[config.mk]
export PLATFORM = sky130hd
export DESIGN_NAME = cacheline_adaptor_flat
export DESIGN_NICKNAME = d
export VERILOG_FILES = /design/src/rtl/cacheline_adaptor_pkg.sv /design/src/rtl/cacheline_adaptor_if.sv /design/src/rtl/cacheline_adaptor.sv /design/src/flat_wrapper.sv
export SDC_FILE = /design/constraint.sdc
export NUM_CORES = 1
export LEC_CHECK = 0
export CORE_MARGIN = 3
export CORE_UTILIZATION = 25
export CTS_CLUSTER_SIZE = 16
export DETAILED_ROUTE_END_ITERATION = 12
export GPL_ROUTABILITY_DRIVEN = 0
export SYNTH_ARGS = -nofsm -noshare
export SYNTH_HDL_FRONTEND = slang
export SYNTH_SLANG_ARGS = --single-unit
[constraint.sdc]
create_clock -name clk -period 42 [get_ports clk]
set_clock_uncertainty 0.05 [all_clocks]
set_input_delay 10.5 -clock clk [delete_from_list [all_inputs] [get_ports clk]]
set_output_delay 10.5 -clock clk [all_outputs]
set_load 0.01 [all_outputs]
[src/rtl/cacheline_adaptor_pkg.sv]
// Shared types and constants for the cache-line to burst-memory adaptor.
package cacheline_adaptor_pkg;

  localparam int unsigned LINE_W  = 256;
  localparam int unsigned BEAT_W  = 64;
  localparam int unsigned N_BEATS = 4;
  localparam int unsigned CNT_W   = 2;
  localparam int unsigned ADDR_W  = 32;

  typedef enum logic [1:0] {
    IDLE  = 2'b00,
    READ  = 2'b01,
    WRITE = 2'b10,
    DONE  = 2'b11
  } adaptor_state_t;

  // Clears the low `offset` address bits so bursts always start on a line boundary.
  function automatic logic [ADDR_W-1:0] line_align(input logic [ADDR_W-1:0] addr,
                                                   input int unsigned       offset);
    logic [ADDR_W-1:0] mask;
    mask = {ADDR_W{1'b1}} << offset;
    return addr & mask;
  endfunction

endpackage

[src/rtl/cacheline_adaptor_if.sv]
// Cache-side line port and memory-side burst port of the adaptor, bundled.
interface cacheline_adaptor_if;
  import cacheline_adaptor_pkg::*;

  logic [LINE_W-1:0] line_i;
  logic [LINE_W-1:0] line_o;
  logic [ADDR_W-1:0] address_i;
  logic              read_i;
  logic              write_i;
  logic              resp_o;
  logic [BEAT_W-1:0] burst_i;
  logic [BEAT_W-1:0] burst_o;
  logic [ADDR_W-1:0] address_o;
  logic              read_o;
  logic              write_o;
  logic              resp_i;

  // Adaptor view.
  modport slave (
    input  line_i, address_i, read_i, write_i, burst_i, resp_i,
    output line_o, resp_o, burst_o, address_o, read_o, write_o
  );

  // Cache plus memory view, as driven by the surrounding system.
  modport master (
    output line_i, address_i, read_i, write_i, burst_i, resp_i,
    input  line_o, resp_o, burst_o, address_o, read_o, write_o
  );

endinterface

[src/rtl/cacheline_adaptor.sv]
// Carries one 256-bit cache line read/write out as four 64-bit memory beats,
// then returns a single-cycle response to the cache.
module cacheline_adaptor
  import cacheline_adaptor_pkg::*;
#(
  parameter int unsigned s_offset = 5,
  parameter int unsigned s_beat   = 64,
  parameter int unsigned n_beats  = 4
) (
  input  logic               clk,
  input  logic               rst,
  cacheline_adaptor_if.slave bus
);

  adaptor_state_t    state_q, state_d;
  logic [CNT_W-1:0]  cnt_q;
  logic [LINE_W-1:0] wr_line_q;
  logic [LINE_W-1:0] rd_line_q;
  logic [ADDR_W-1:0] addr_q;

  logic accept_wr, accept_rd, beat_fire, last_beat;

  // Write wins when both requests are raised together.
  assign accept_wr = (state_q == IDLE) && bus.write_i;
  assign accept_rd = (state_q == IDLE) && !bus.write_i && bus.read_i;
  assign beat_fire = ((state_q == READ) || (state_q == WRITE)) && bus.resp_i;
  assign last_beat = (cnt_q == CNT_W'(n_beats - 1));

  always_ff @(posedge clk or posedge rst) begin
    if (rst) state_q <= IDLE;
    else     state_q <= state_d;
  end

  always_comb begin
    state_d = state_q;
    unique case (state_q)
      IDLE: begin
        if (accept_wr)      state_d = WRITE;
        else if (accept_rd) state_d = READ;
      end
      READ:    if (bus.resp_i && last_beat) state_d = DONE;
      WRITE:   if (bus.resp_i && last_beat) state_d = DONE;
      DONE:    state_d = IDLE;
      default: state_d = IDLE;
    endcase
  end

  always_comb begin
    bus.read_o    = 1'b0;
    bus.write_o   = 1'b0;
    bus.resp_o    = 1'b0;
    bus.burst_o   = wr_line_q[cnt_q*s_beat +: s_beat];
    bus.address_o = addr_q;
    bus.line_o    = rd_line_q;
    unique case (state_q)
      READ:    bus.read_o  = 1'b1;
      WRITE:   bus.write_o = 1'b1;
      DONE:    bus.resp_o  = 1'b1;
      default: ;
    endcase
  end

  always_ff @(posedge clk or posedge rst) begin
    if (rst)                        cnt_q <= '0;
    else if (accept_wr || accept_rd) cnt_q <= '0;
    else if (beat_fire)             cnt_q <= cnt_q + 1'b1;
  end

  always_ff @(posedge clk or posedge rst) begin
    if (rst)                        addr_q <= '0;
    else if (accept_wr || accept_rd) addr_q <= line_align(bus.address_i, s_offset);
  end

  always_ff @(posedge clk or posedge rst) begin
    if (rst)            wr_line_q <= '0;
    else if (accept_wr) wr_line_q <= bus.line_i;
  end

  // Read data is kept after DONE until the next read overwrites it beat by beat.
  always_ff @(posedge clk or posedge rst) begin
    if (rst)                                    rd_line_q <= '0;
    else if ((state_q == READ) && bus.resp_i)   rd_line_q[cnt_q*s_beat +: s_beat] <= bus.burst_i;
  end

endmodule

[src/flat_wrapper.sv]
// flat-port wrapper written by rule: the top's interface ports become plain ports
module cacheline_adaptor_flat import cacheline_adaptor_pkg::*;
#(
  parameter int unsigned s_offset = 5,
  parameter int unsigned s_beat   = 64,
  parameter int unsigned n_beats  = 4
)
  (clk, rst, bus_line_i, bus_address_i, bus_read_i, bus_write_i, bus_burst_i, bus_resp_i, bus_line_o, bus_resp_o, bus_burst_o, bus_address_o, bus_read_o, bus_write_o);
  cacheline_adaptor_if bus_i ();
  input  logic clk;
  input  logic rst;
  input wire logic [$bits(bus_i.line_i)-1:0] bus_line_i;
  input wire logic [$bits(bus_i.address_i)-1:0] bus_address_i;
  input wire logic [$bits(bus_i.read_i)-1:0] bus_read_i;
  input wire logic [$bits(bus_i.write_i)-1:0] bus_write_i;
  input wire logic [$bits(bus_i.burst_i)-1:0] bus_burst_i;
  input wire logic [$bits(bus_i.resp_i)-1:0] bus_resp_i;
  output wire logic [$bits(bus_i.line_o)-1:0] bus_line_o;
  output wire logic [$bits(bus_i.resp_o)-1:0] bus_resp_o;
  output wire logic [$bits(bus_i.burst_o)-1:0] bus_burst_o;
  output wire logic [$bits(bus_i.address_o)-1:0] bus_address_o;
  output wire logic [$bits(bus_i.read_o)-1:0] bus_read_o;
  output wire logic [$bits(bus_i.write_o)-1:0] bus_write_o;
  assign bus_i.line_i = bus_line_i;
  assign bus_i.address_i = bus_address_i;
  assign bus_i.read_i = bus_read_i;
  assign bus_i.write_i = bus_write_i;
  assign bus_i.burst_i = bus_burst_i;
  assign bus_i.resp_i = bus_resp_i;
  assign bus_line_o = bus_i.line_o;
  assign bus_resp_o = bus_i.resp_o;
  assign bus_burst_o = bus_i.burst_o;
  assign bus_address_o = bus_i.address_o;
  assign bus_read_o = bus_i.read_o;
  assign bus_write_o = bus_i.write_o;
  cacheline_adaptor #(.s_offset(s_offset), .s_beat(s_beat), .n_beats(n_beats)) u_core (.clk(clk), .rst(rst), .bus(bus_i));
endmodule
# Yosys cells after proc, flatten, opt, wreduce, memory -nomap -nowiden
# Cells that the tools add are included.
# totals
word_cells	39
ff_bits	543
in_bits	357
# classes
n_reduce_logical	13
shift	3
add_sub_neg	2
eq_ne	6
mux	10
# ops
cell	count
$bwmux 256	1
$shift 64x34->256 const A	1
$shiftx 256x9->64	1
$shiftx 64x34->256	1
$neg 8->34	1
$mux 2	5
$eq 2x2->1 const B	3
$logic_and 1x1->1	6
$pmux 2 s3	1
$mux 1	3
$ne 3x1->1 const B	1
$add 2x1->2 const B	1
$eq 2x1->1 const B	1
$logic_not 2->1	1
$logic_or 1x1->1	2
$ne 2x1->1 const B	1
$reduce_and 2->1	1
$reduce_bool 2->1	1
$reduce_or 2->1	1
$logic_not 1->1	1

# Longest topological paths before layout
# Gate-level depths: netlist of the first run.
# logic_depth
depth_word	6
depth_mapped	9

# Worst setup path before layout of the first run
# Ideal clock, no wire load.
# synth_timing
path_kind	register -> output
startpoint	reg u_core.cnt_q[0]
endpoint	out bus_burst_o[17]
n_path_buf	3
path_stages_with_launch	5
arrival_ns	1.660
path_slack_ns	29.790
cell_sequence	dfrtp_1 buf_2 buf_2 buf_2 mux4_2
# synth_via
elab_chain_len	1
# synth_rtl
element	line	text
from (decl)	cacheline_adaptor.sv:16	logic [CNT_W-1:0] cnt_q;
from (signal assigned)	cacheline_adaptor.sv:66	else if (beat_fire) cnt_q <= cnt_q + 1'b1;
$shiftx 256x9->64	cacheline_adaptor.sv:52	bus.burst_o = wr_line_q[cnt_q*s_beat +: s_beat];
to (decl)	flat_wrapper.sv:20	output wire logic [$bits(bus_i.burst_o)-1:0] bus_burst_o;
# Every way passes these cells.

# Final worst setup path of the first run
# layout_timing
startpoint	reg u_core.cnt_q[0]
endpoint	out bus_burst_o[15]
# The elaborated chain is that of the path after synthesis.

==> results by group, run 1 <==
Hold path
  – Hold Startpoint: u_core.wr_line_q[144]
  – Cell count of the worst hold path: 1
  – Hold EP: u_core.wr_line_q[144]
  – Hold Crit Class: flop to flop

Place
  – Placed Cells: 3254
  – Dpl hpwl: between 50000 and 60000 um
  – Setup WS pre-CTS: around 28 ns
  – IO buf count: 701

Synth
  – Cells after Synth: 1500
  – Post-synth ARST share: 1.00
  – Synthesized cell area: 0.0218 mm^2
  – Number of synthesized flops with an enable pin: 0
  – #FFs+latches synth: 543
  – Syn Area/Cell: 14.5 um^2
  – Netlist cell types: 31
  – Post-synthesis sequential area ratio: 0.625
  – Yosys warns: 0
  – Synth Flop Type: dfrtp_1

Floorplanning
  – Initial Util: 0.254
  – IO Count: ~700
  – Die area: slightly above 0.09 mm^2
  – Chip Width: 301 um
  – Die Y: 301 um
  – Row cnt: 107
  – CORE AREA: 0.0857 mm^2

Clock tree
  – # resized after CTS: 0
  – CTS Sinks: 543
  – Post-CTS Setup Inserts: 0
  – CTS tree: done
  – CTS Buffer Depth: 3
  – Clock Latency Late Sink: around 0.60 ns
  – Total CTS buffers: 60
  – Root Buffer: clkbuf_16
  – Clock-pin slew on the worst setup and hold paths: ~0.06 ns
  – H-tree depth: 2
  – Cts hold-fix bufs: 0

Route
  – Drt first pass iters: 4
  – Post-Route WL: 70300 um
  – Residual DRC: 0
  – DR WL/cell: 20.9 um
  – DRT iter0 DRCs: slightly above 600
  – Via count: 15300
  – Vias per inst: between 4 and 5
  – Antenna Nets Post-Route: 0

Timing
  – RSZ-0062 raised after global routing: false
  – Worst Slack Setup Final: 27.80 ns
  – Setup TNS: 0 ns
  – Fin crit share: 0.338
  – Hold Violations, Final: 0
  – F_max: slightly above 70 MHz
  – Worst slew pin tran: between 1 and 1.5 ns
  – Fin crit period: approximately 14 ns
  – Worst rel slew slack: 0.249
  – Hold slack: 0.427 ns
  – Max Slew Vio Count: 0
  – Setup violators final: 0

Critical path
  – Cell chain of the critical path: buf_4 -> mux4_2 -> clkdlybuf4s50_1
  – Largest delay share family, worst path: buffers and inverters
  – Max incr delay on CP: 0.96 ns
  – Setup crit end kind: primary output
  – Reg2reg setup slack: 37.96 ns
  – Worst Path Buf+Inv: 2
  – Crit-path max FO: 37
  – Reg-to-Reg End: u_core.bus.line_o[27]
  – Kind of critical path: flop to primary output
  – WP depth: 3
  – CP required: approximately 31 ns
  – Startpoint types: flop
  – FF-to-FF Start: u_core.cnt_q[0]
  – CP Launch Point: u_core.cnt_q[0]
  – CP arrival: 3.65 ns
  – CP max-delay cell: dfrtp_4
  – Worst Reg-to-Reg Cells: 6

Power
  – Seq pwr share: 0.385
  – Net Switching: around 670 uW
  – Clock power frac: 0.241
  – Lkg Pwr: 0.0131 uW
  – Cell area power density: 68.8 mW/mm^2
  – Peak VDD IR: 0.0405 mV
  – P_int: ~1500 uW
  – Combinational Power Share: 0.374
  – Switching portion of total power: 0.305

GRT
  – Global-route wire length before repair: 106000 um
  – Vias in the first global route: 16600
  – GR Util All Layers: 0.152
  – Largest net degree at the start of global routing: 120
  – Total global routing overflow: 0
  – Initial antenna violation count: 14

Final layout
  – Nets: 2539
  – Area grow syn2layout: 46.7%
  – Non-Filler Instances: ~3400
  – Share of cells above drive strength 1: 0.113

Outcome
  – Status: finished, final reports clean

Flow run
  – Max-cap violations: 0
## flip-flops by register name, indices dropped and copies added (netlist names)
name                  flops
u_core.bus.address_o     27
u_core.bus.line_o       256
u_core.cnt_q              2
u_core.state_q            2
u_core.wr_line_q        256
## layout by cell type (no fill, tap or decap), types with 2 or more instances in the layout
| cell type | count |
|---|---|
| clkdlybuf4s50_1 | 701 |
| dfrtp_1 | 541 |
| mux2_1 | 229 |
| nand2_1 | 199 |
| a22o_1 | 158 |
| o21ai_1 | 98 |
| mux4_2 | 64 |
| clkbuf_16 | 61 |
| mux2_2 | 54 |
| buf_4 | 20 |
| clkinv_2 | 15 |
| clkbuf_1 | 12 |
| clkbuf_8 | 11 |
| ha_1 | 10 |
| conb_1 | 5 |
| bufinv_16 | 5 |
| nand3_4 | 4 |
| inv_1 | 3 |
| mux2i_1 | 3 |
| diode_2 | 2 |
| nor4b_4 | 2 |
| nor4_4 | 2 |
| nand3_1 | 2 |
| inv_6 | 2 |
| clkinv_4 | 2 |
| dfrtp_4 | 2 |
## stage by stage
stage,cell area [um^2],utilization,total power [uW]
finish,31900,0.372,2200
global route,31900,0.372,2320
CTS,31900,0.372,2240
detailed placement,29900,0.349,1690
global placement,29900,0.349,1670
floorplan,21800,-,1250
## routing by layer
layer | GRT usage | vias to the layer above | part of all wire
li1 | - | 6784 | -
met1 | 0.165 | 7695 | 0.36
met2 | 0.267 | 653 | 0.50
met3 | 0.0652 | 132 | 0.11
met4 | 0.0450 | 18 | 0.028
met5 | 0 | - | 0.0016
## area by class of cell
type	count	area, um^2
clock buffer	84	1720
clock inverter	25	268
sequential	543	13600
multi-input combinational	841	7690
tap	1144	1430
timing repair buffer	721	7170
fill	8194	53800
antenna	2	5.00
inverter	5	26.3
## worst reg2reg max path, cell delays in order (launching register included)
cell	delay, ns
dfrtp_4	0.76
inv_2	0.30
ha_1	0.53
nand3_4	0.80
nor4b_2	0.47
buf_4	0.66
a22o_1	0.40
## cells in the mapped netlist (all sizes together) (2+ instances only)
master,instances,share of area
ha,10,0.0058
mux2,283,0.15
nand2,199,0.034
a22o,158,0.064
buf,64,0.017
mux2i,3,0.0014
clkbuf,51,0.0088
inv,5,0.00086
o21ai,100,0.023
mux4,64,0.066
and2,2,0.00058
nand3,6,0.0014
nor4,2,0.0016
nor4b,3,0.0022
dfrtp,543,0.62
## worst max path at each step
stage                                          end  slack [ns]
after floorplan           u_core.bus.address_o[10]       16.27
after global placement       u_core.wr_line_q[143]       27.68
after detailed placement     u_core.wr_line_q[143]       27.55
after CTS                          bus_burst_o[15]       27.57
after global routing               bus_burst_o[15]       27.48
final                              bus_burst_o[15]       27.80
## power groups by stage
stage	sequential (uW)	clock [uW]	combinational, uW
global placement	844	0	822
floorplan	842	0	409
finish	846	529	821
global route	872	566	886
CTS	849	546	840
detailed placement	858	0	834
## kinds of logic (layout without fill, tap and decap cells)
| kind of cell | after synthesis | after routing | synth area share |
|---|---|---|---|
| adder cells (fa/ha/maj) | 10 | 10 | 0.00575 |
| other | 1 | 7 | 0.000172 |
| XOR/XNOR | 1 | 1 | 0.000403 |
| multiplexers | 350 | 350 | 0.214 |
| AND/OR/NAND/NOR | 215 | 215 | 0.0411 |
| flip-flops | 543 | 543 | 0.625 |
| buffers and inverters | 120 | 835 | 0.0266 |
| AO/OA/AOI/OAI | 260 | 260 | 0.0873 |
(Power assumes the default switching activity.)
==> inputs of run 2 (changes only) <==
Clock period 42 ns to 14.45 ns, I/O delays scaled along.
==> run 2 against run 1 <==
Count of clock-buffer cells in the layout grew 6. Sequential share of layout area shrank 0.17 points. Hold slack is essentially flat. First-iteration DRC count grew 6.6%. Sequential cell count is the same. Final cell count grew 0.18%. Power grew to 2.9 times the previous value. Core utilization grew 0.15 points. Critical path depth is the same. Non-clock buffer count grew 1. Highest routed layer unchanged. Routed wire length shrank 1.1%.
==> results by group, run 2 (synthesis results as in run 1) <==
Final layout
  – Multi-input gate area: 0.00769 mm^2 (unchanged)
  – Most common cell after layout, fill and taps aside: clkdlybuf4s50_1
  – Nets: 2539 (unchanged)
  – Share of cells above drive strength 1: 0.115 (+0.00220)
  – # fillers: 8130 (-0.78%)
  – Fin util: 0.374 (+0.00152)
  – Commonest non-fill, non-tap cells in the layout: clkdlybuf4s50_1 (701), dfrtp_1 (541), mux2_1 (229)
  – Register area: 0.0136 mm^2 (unchanged)
  – Area grow syn2layout: 47.3%

GRT
  – Total global routing overflow: 0 (unchanged)
  – GR Util All Layers: 0.150 (-0.00146)
  – Vias in the first global route: 16500 (-1.2%)
  – Global-route wire length before repair: 105000 um (-1.0%)
  – Initial antenna violation count: 18 (+4)
  – Largest net degree at the start of global routing: 156 (+30%)

Critical path
  – Reg-to-Reg End: u_core.wr_line_q[236]
  – Worst Path Buf+Inv: 2 (unchanged)
  – CP arrival: 3.69 ns (+0.04 ns)
  – Setup crit end kind: primary output
  – CP max-delay cell: dfrtp_4
  – Max incr delay on CP: 0.87 ns (-0.09 ns)
  – FF-to-FF Start: u_core.state_q[0]
  – Largest delay share family, worst path: buffers and inverters
  – Crit-path max FO: 41 (+11%)
  – Kind of critical path: flop to primary output
  – Startpoint types: flop
  – CP required: 10.79 ns (-20.66 ns)
  – Cell chain of the critical path: buf_4 -> mux4_2 -> clkdlybuf4s50_1
  – Reg2reg setup slack: 10.28 ns (-27.68 ns)
  – Worst Reg-to-Reg Cells: 6 (unchanged)

Route
  – Post-Route WL: 69600 um (-1.1%)
  – DR WL/cell: 20.6 um (-1.3%)
  – Residual DRC: 0 (unchanged)
  – Via count: 15200 (-0.66%)
  – Drt first pass iters: 4 (unchanged)
  – Vias per inst: 4.50 (-0.84%)
  – Antenna Nets Post-Route: 0 (unchanged)
  – DRT iter0 DRCs: 650 (+6.6%)

Hold path
  – Hold Crit Class: flop to flop
  – Hold EP: u_core.wr_line_q[198]
  – Cell count of the worst hold path: 1 (unchanged)
  – Hold Startpoint: u_core.wr_line_q[198]

Timing
  – F_max: 136 MHz
  – Max Slew Vio Count: 0 (unchanged)
  – RSZ-0062 raised after global routing: false
  – Setup TNS: 0 ns (unchanged)
  – Worst slew pin tran: 1.13 ns (+0.0109 ns)
  – Hold Violations, Final: 0 (unchanged)
  – Setup violators final: 0 (unchanged)
  – Fin crit period: 7.36 ns
  – Worst rel slew slack: 0.245 (-0.00440)
  – Fin crit share: 0.509
  – Hold slack: 0.427 ns (+0.000343 ns)

Power
  – Lkg Pwr: 0.0131 uW (+0.37%)
  – Peak VDD IR: 0.113 mV (+180%)
  – Cell area power density: 201 mW/mm^2 (+190%)
  – Tot Pwr: 6430 uW (+190%)

Floorplanning
  – Die area: 0.0906 mm^2 (unchanged)
  – IO Count: 712 (unchanged)
  – Initial Util: 0.254 (unchanged)
  – Row cnt: 107 (unchanged)
  – Die Y: 301 um (unchanged)
  – Chip Width: 301 um (unchanged)
  – CORE AREA: 0.0857 mm^2 (unchanged)

Clock tree
  – Clock-pin slew on the worst setup and hold paths: 0.07 ns (about the same)
  – CTS Buffer Depth: 3 (unchanged)
  – CTS Sinks: 543 (unchanged)
  – CTS tree: done
  – Post-CTS Setup Inserts: 0 (unchanged)
  – Total CTS buffers: 59 (-1.7%)
  – Cts hold-fix bufs: 0 (unchanged)
  – Clock Latency Late Sink: 0.61 ns (about the same)
  – Root Buffer: clkbuf_16
  – H-tree depth: 2 (unchanged)
  – # resized after CTS: 0 (unchanged)

Place
  – Dpl hpwl: 50400 um (-1.8%)
  – IO buf count: 701 (unchanged)

Outcome
  – Status: finished, final reports clean

Flow run
  – Max-cap violations: 0 (unchanged)
run 2: worst max path at each step:
stage                     cells after the start                  endpoint             from
final                                         3           bus_burst_o[54]  u_core.cnt_q[0]
after floorplan                               1  u_core.bus.address_o[10]              rst
after global placement                        5     u_core.wr_line_q[240]      bus_write_i
after global routing                          3           bus_burst_o[54]  u_core.cnt_q[0]
after CTS                                     3           bus_burst_o[54]  u_core.cnt_q[0]
after detailed placement                      5     u_core.wr_line_q[238]      bus_write_i
run 2: cell type report:
type / count / share of cell area
sequential: 543 / 0.424
multi-input combinational: 841 / 0.240
timing repair buffer: 722 / 0.225
clock buffer: 90 / 0.0573
tap: 1144 / 0.0447
clock inverter: 19 / 0.00765
inverter: 5 / 0.000703
antenna: 7 / 0.000547
run 2: where the power goes:
| group | switching (uW) | internal, uW |
|---|---|---|
| Sequential | 358 | 2110 |
| Combinational | 972 | 1410 |
| Clock | 623 | 961 |
| Total | 1950 | 4480 |
run 2: worst register-to-register path: stages (launching register included):
cell	delay, ns
dfrtp_1	0.40
inv_1	0.13
ha_1	0.29
and2_4	0.70
buf_4	0.90
buf_4	1.06
mux2_2	0.52
run 2: per-layer routing:
metal / vias up / GRT usage / share of wire
li1: 6760 / - / -
met3: 114 / 0.0696 / 0.12
met2: 654 / 0.254 / 0.49
met1: 7639 / 0.170 / 0.37
met5: - / 0 / 0.0013
met4: 14 / 0.0437 / 0.026
run 2: through the flow:
| step | cell area (um^2) | instances | setup WS (ns) |
|---|---|---|---|
| 2_1_floorplan | 21800 | 1504 | 3.40 |
| 5_1_grt | 32000 | 3367 | 6.68 |
| 6_report | 32000 | 3371 | 7.09 |
| 3_3_place_gp | 29900 | 3255 | 6.99 |
| 4_1_cts | 32000 | 3364 | 6.80 |
| 3_5_place_dp | 29900 | 3255 | 6.91 |
==> inputs of run 3 (changes only) <==
Clock period 14.45 ns to 6.1 ns, I/O delays scaled along.
==> run 3 against run 2 <==
Clock power is 130% higher. Routed wire length is 2.4% higher. Count of clock-buffer cells in the layout increased by 1. Setup slack got worse by 5.7 ns. Global-route usage increased by 0.24 points. Power grew 140%. Critical path type unchanged. Largest cell class unchanged. Largest power group unchanged. Highest routed layer unchanged.
==> results by group, run 3 (synthesis results as in run 1) <==
Power
  – Cell area power density: 473 mW/mm^2 (+140%)
  – Lkg Pwr: 0.0131 uW (+0.21%)
  – Peak VDD IR: 0.268 mV (+140%)

GRT
  – Global-route wire length before repair: 106000 um (+1.5%)
  – Initial antenna violation count: 14 (-4)
  – GR Util All Layers: 0.153 (+0.00244)
  – Largest net degree at the start of global routing: 117 (-25%)
  – Total global routing overflow: 0 (unchanged)
  – Vias in the first global route: 16800 (+2.0%)

Critical path
  – CP max-delay cell: dfrtp_4
  – Max incr delay on CP: 0.90 ns (+0.03 ns)
  – Cell chain of the critical path: buf_4 -> mux4_2 -> clkdlybuf4s50_1
  – Largest delay share family, worst path: buffers and inverters
  – Worst Path Buf+Inv: 2 (unchanged)
  – Setup crit end kind: primary output
  – Crit-path max FO: 31 (-24%)
  – Worst Reg-to-Reg Cells: 6 (unchanged)
  – Startpoint types: flop
  – Kind of critical path: flop to primary output
  – CP required: 4.53 ns (-6.26 ns)
  – WP depth: 3 (unchanged)
  – CP arrival: 3.15 ns (-0.54 ns)

Route
  – Vias per inst: 4.57 (+1.6%)
  – DR WL/cell: 21.1 um (+2.1%)
  – Via count: 15500 (+1.9%)
  – Residual DRC: 0 (unchanged)
  – Post-Route WL: 71200 um (+2.4%)
  – Drt first pass iters: 5 (+1)
  – Antenna Nets Post-Route: 0 (unchanged)
  – DRT iter0 DRCs: 689 (+6.0%)

Floorplanning
  – Initial Util: 0.254 (unchanged)
  – Die Y: 301 um (unchanged)
  – Die area: 0.0906 mm^2 (unchanged)
  – CORE AREA: 0.0857 mm^2 (unchanged)
  – IO Count: 712 (unchanged)
  – Chip Width: 301 um (unchanged)
  – Row cnt: 107 (unchanged)

Timing
  – RSZ-0062 raised after global routing: false
  – Worst slew pin tran: 1.08 ns (-0.0549 ns)
  – F_max: 212 MHz
  – Fin crit share: 0.775
  – Max Slew Vio Count: 0 (unchanged)
  – Setup violators final: 0 (unchanged)
  – Worst rel slew slack: 0.279 (+0.0339)
  – Worst Slack Setup Final: 1.37 ns (-5.72 ns)
  – Hold Violations, Final: 0 (unchanged)
  – Fin crit period: between 4 and 5 ns
  – Hold slack: 0.431 ns (+0.00456 ns)
  – Setup TNS: 0 ns (unchanged)

Final layout
  – # fillers: 8131 (+0.012%)
  – Nets: 2553 (+0.55%)
  – Register area: 0.0136 mm^2 (unchanged)
  – Final Cell Area: 0.0321 mm^2 (+0.16%)
  – Non-Filler Instances: 3381 (+0.30%)
  – Share of cells above drive strength 1: 0.118 (+0.00291)
  – Most common cell after layout, fill and taps aside: clkdlybuf4s50_1
  – Area grow syn2layout: 47.5%
  – Multi-input gate area: 0.00769 mm^2 (unchanged)
  – Commonest non-fill, non-tap cells in the layout: clkdlybuf4s50_1 (701), dfrtp_1 (541), mux2_1 (229)

Clock tree
  – CTS Sinks: 543 (unchanged)
  – CTS Buffer Depth: 3 (unchanged)
  – Cts hold-fix bufs: 0 (unchanged)
  – H-tree depth: 2 (unchanged)
  – Clock Latency Late Sink: 0.61 ns (about the same)
  – # resized after CTS: 0 (unchanged)
  – Root Buffer: clkbuf_16
  – Total CTS buffers: 60 (+1.7%)
  – CTS tree: done
  – Clock-pin slew on the worst setup and hold paths: 0.06 ns (about the same)
  – Post-CTS Setup Inserts: 0 (unchanged)

Place
  – Dpl hpwl: 52100 um (+3.3%)
  – Placed Cells: 3268 (+0.40%)
  – Placed instance area: 0.0301 mm^2 (+0.58%)
  – IO buf count: 701 (unchanged)
  – Setup WS pre-CTS: 1.89 ns (-5.03 ns)

Outcome
  – Status: finished, final reports clean

Hold path
  – Hold Crit Class: flop to flop
  – Cell count of the worst hold path: 1 (unchanged)

Flow run
  – Max-cap violations: 0 (unchanged)
## run 3: changes by cell type in the layout (fill, tap and decap cells not counted), sizes merged
cell	change
diode	-3
clkinv	+2
clkbuf	+1
buf	+13
clkinvlp	+1
inv	-1
bufinv	-3
## run 3: area by class of cell
type,instances,area share
well taps,1144,0.0446
clock buffers,91,0.0564
multi-input cells,841,0.240
diodes,4,0.000312
inverters,5,0.000702
repair buffers,735,0.230
flip-flops and latches,543,0.424
clock inverters,18,0.00487
## run 3: through the flow
step                      total power, uW   util
final                               15200  0.375
after global placement              11500  0.351
after CTS                           15400  0.374
after floorplan                      8620      -
after detailed placement            11700  0.351
after global routing                16000  0.374
## run 3: final timing paths
kind                                  startpoint                     to  slack (ns)
max                              u_core.cnt_q[0]        bus_burst_o[44]        1.37
min                        u_core.wr_line_q[216]  u_core.wr_line_q[216]        0.43
max reg2reg                      u_core.cnt_q[0]  u_core.bus.line_o[96]        2.66
min reg2reg                u_core.wr_line_q[216]  u_core.wr_line_q[216]        0.43
max in group asynchronous                    rst  u_core.bus.line_o[35]        3.50
min in group asynchronous                    rst  u_core.wr_line_q[163]        1.33
## run 3: per-layer routing
| metal | global-route usage | share of wire | up-vias |
|---|---|---|---|
| li1 | - | - | 6790 |
| met2 | 0.262 | 0.49 | 641 |
| met5 | 0 | 0.00081 | - |
| met4 | 0.0472 | 0.030 | 10 |
| met1 | 0.170 | 0.37 | 7898 |
| met3 | 0.0680 | 0.11 | 124 |
## run 3: power by group
group	internal, uW	switching, uW
Sequential	5000	857
Combinational	3380	2340
Clock	2110	1480
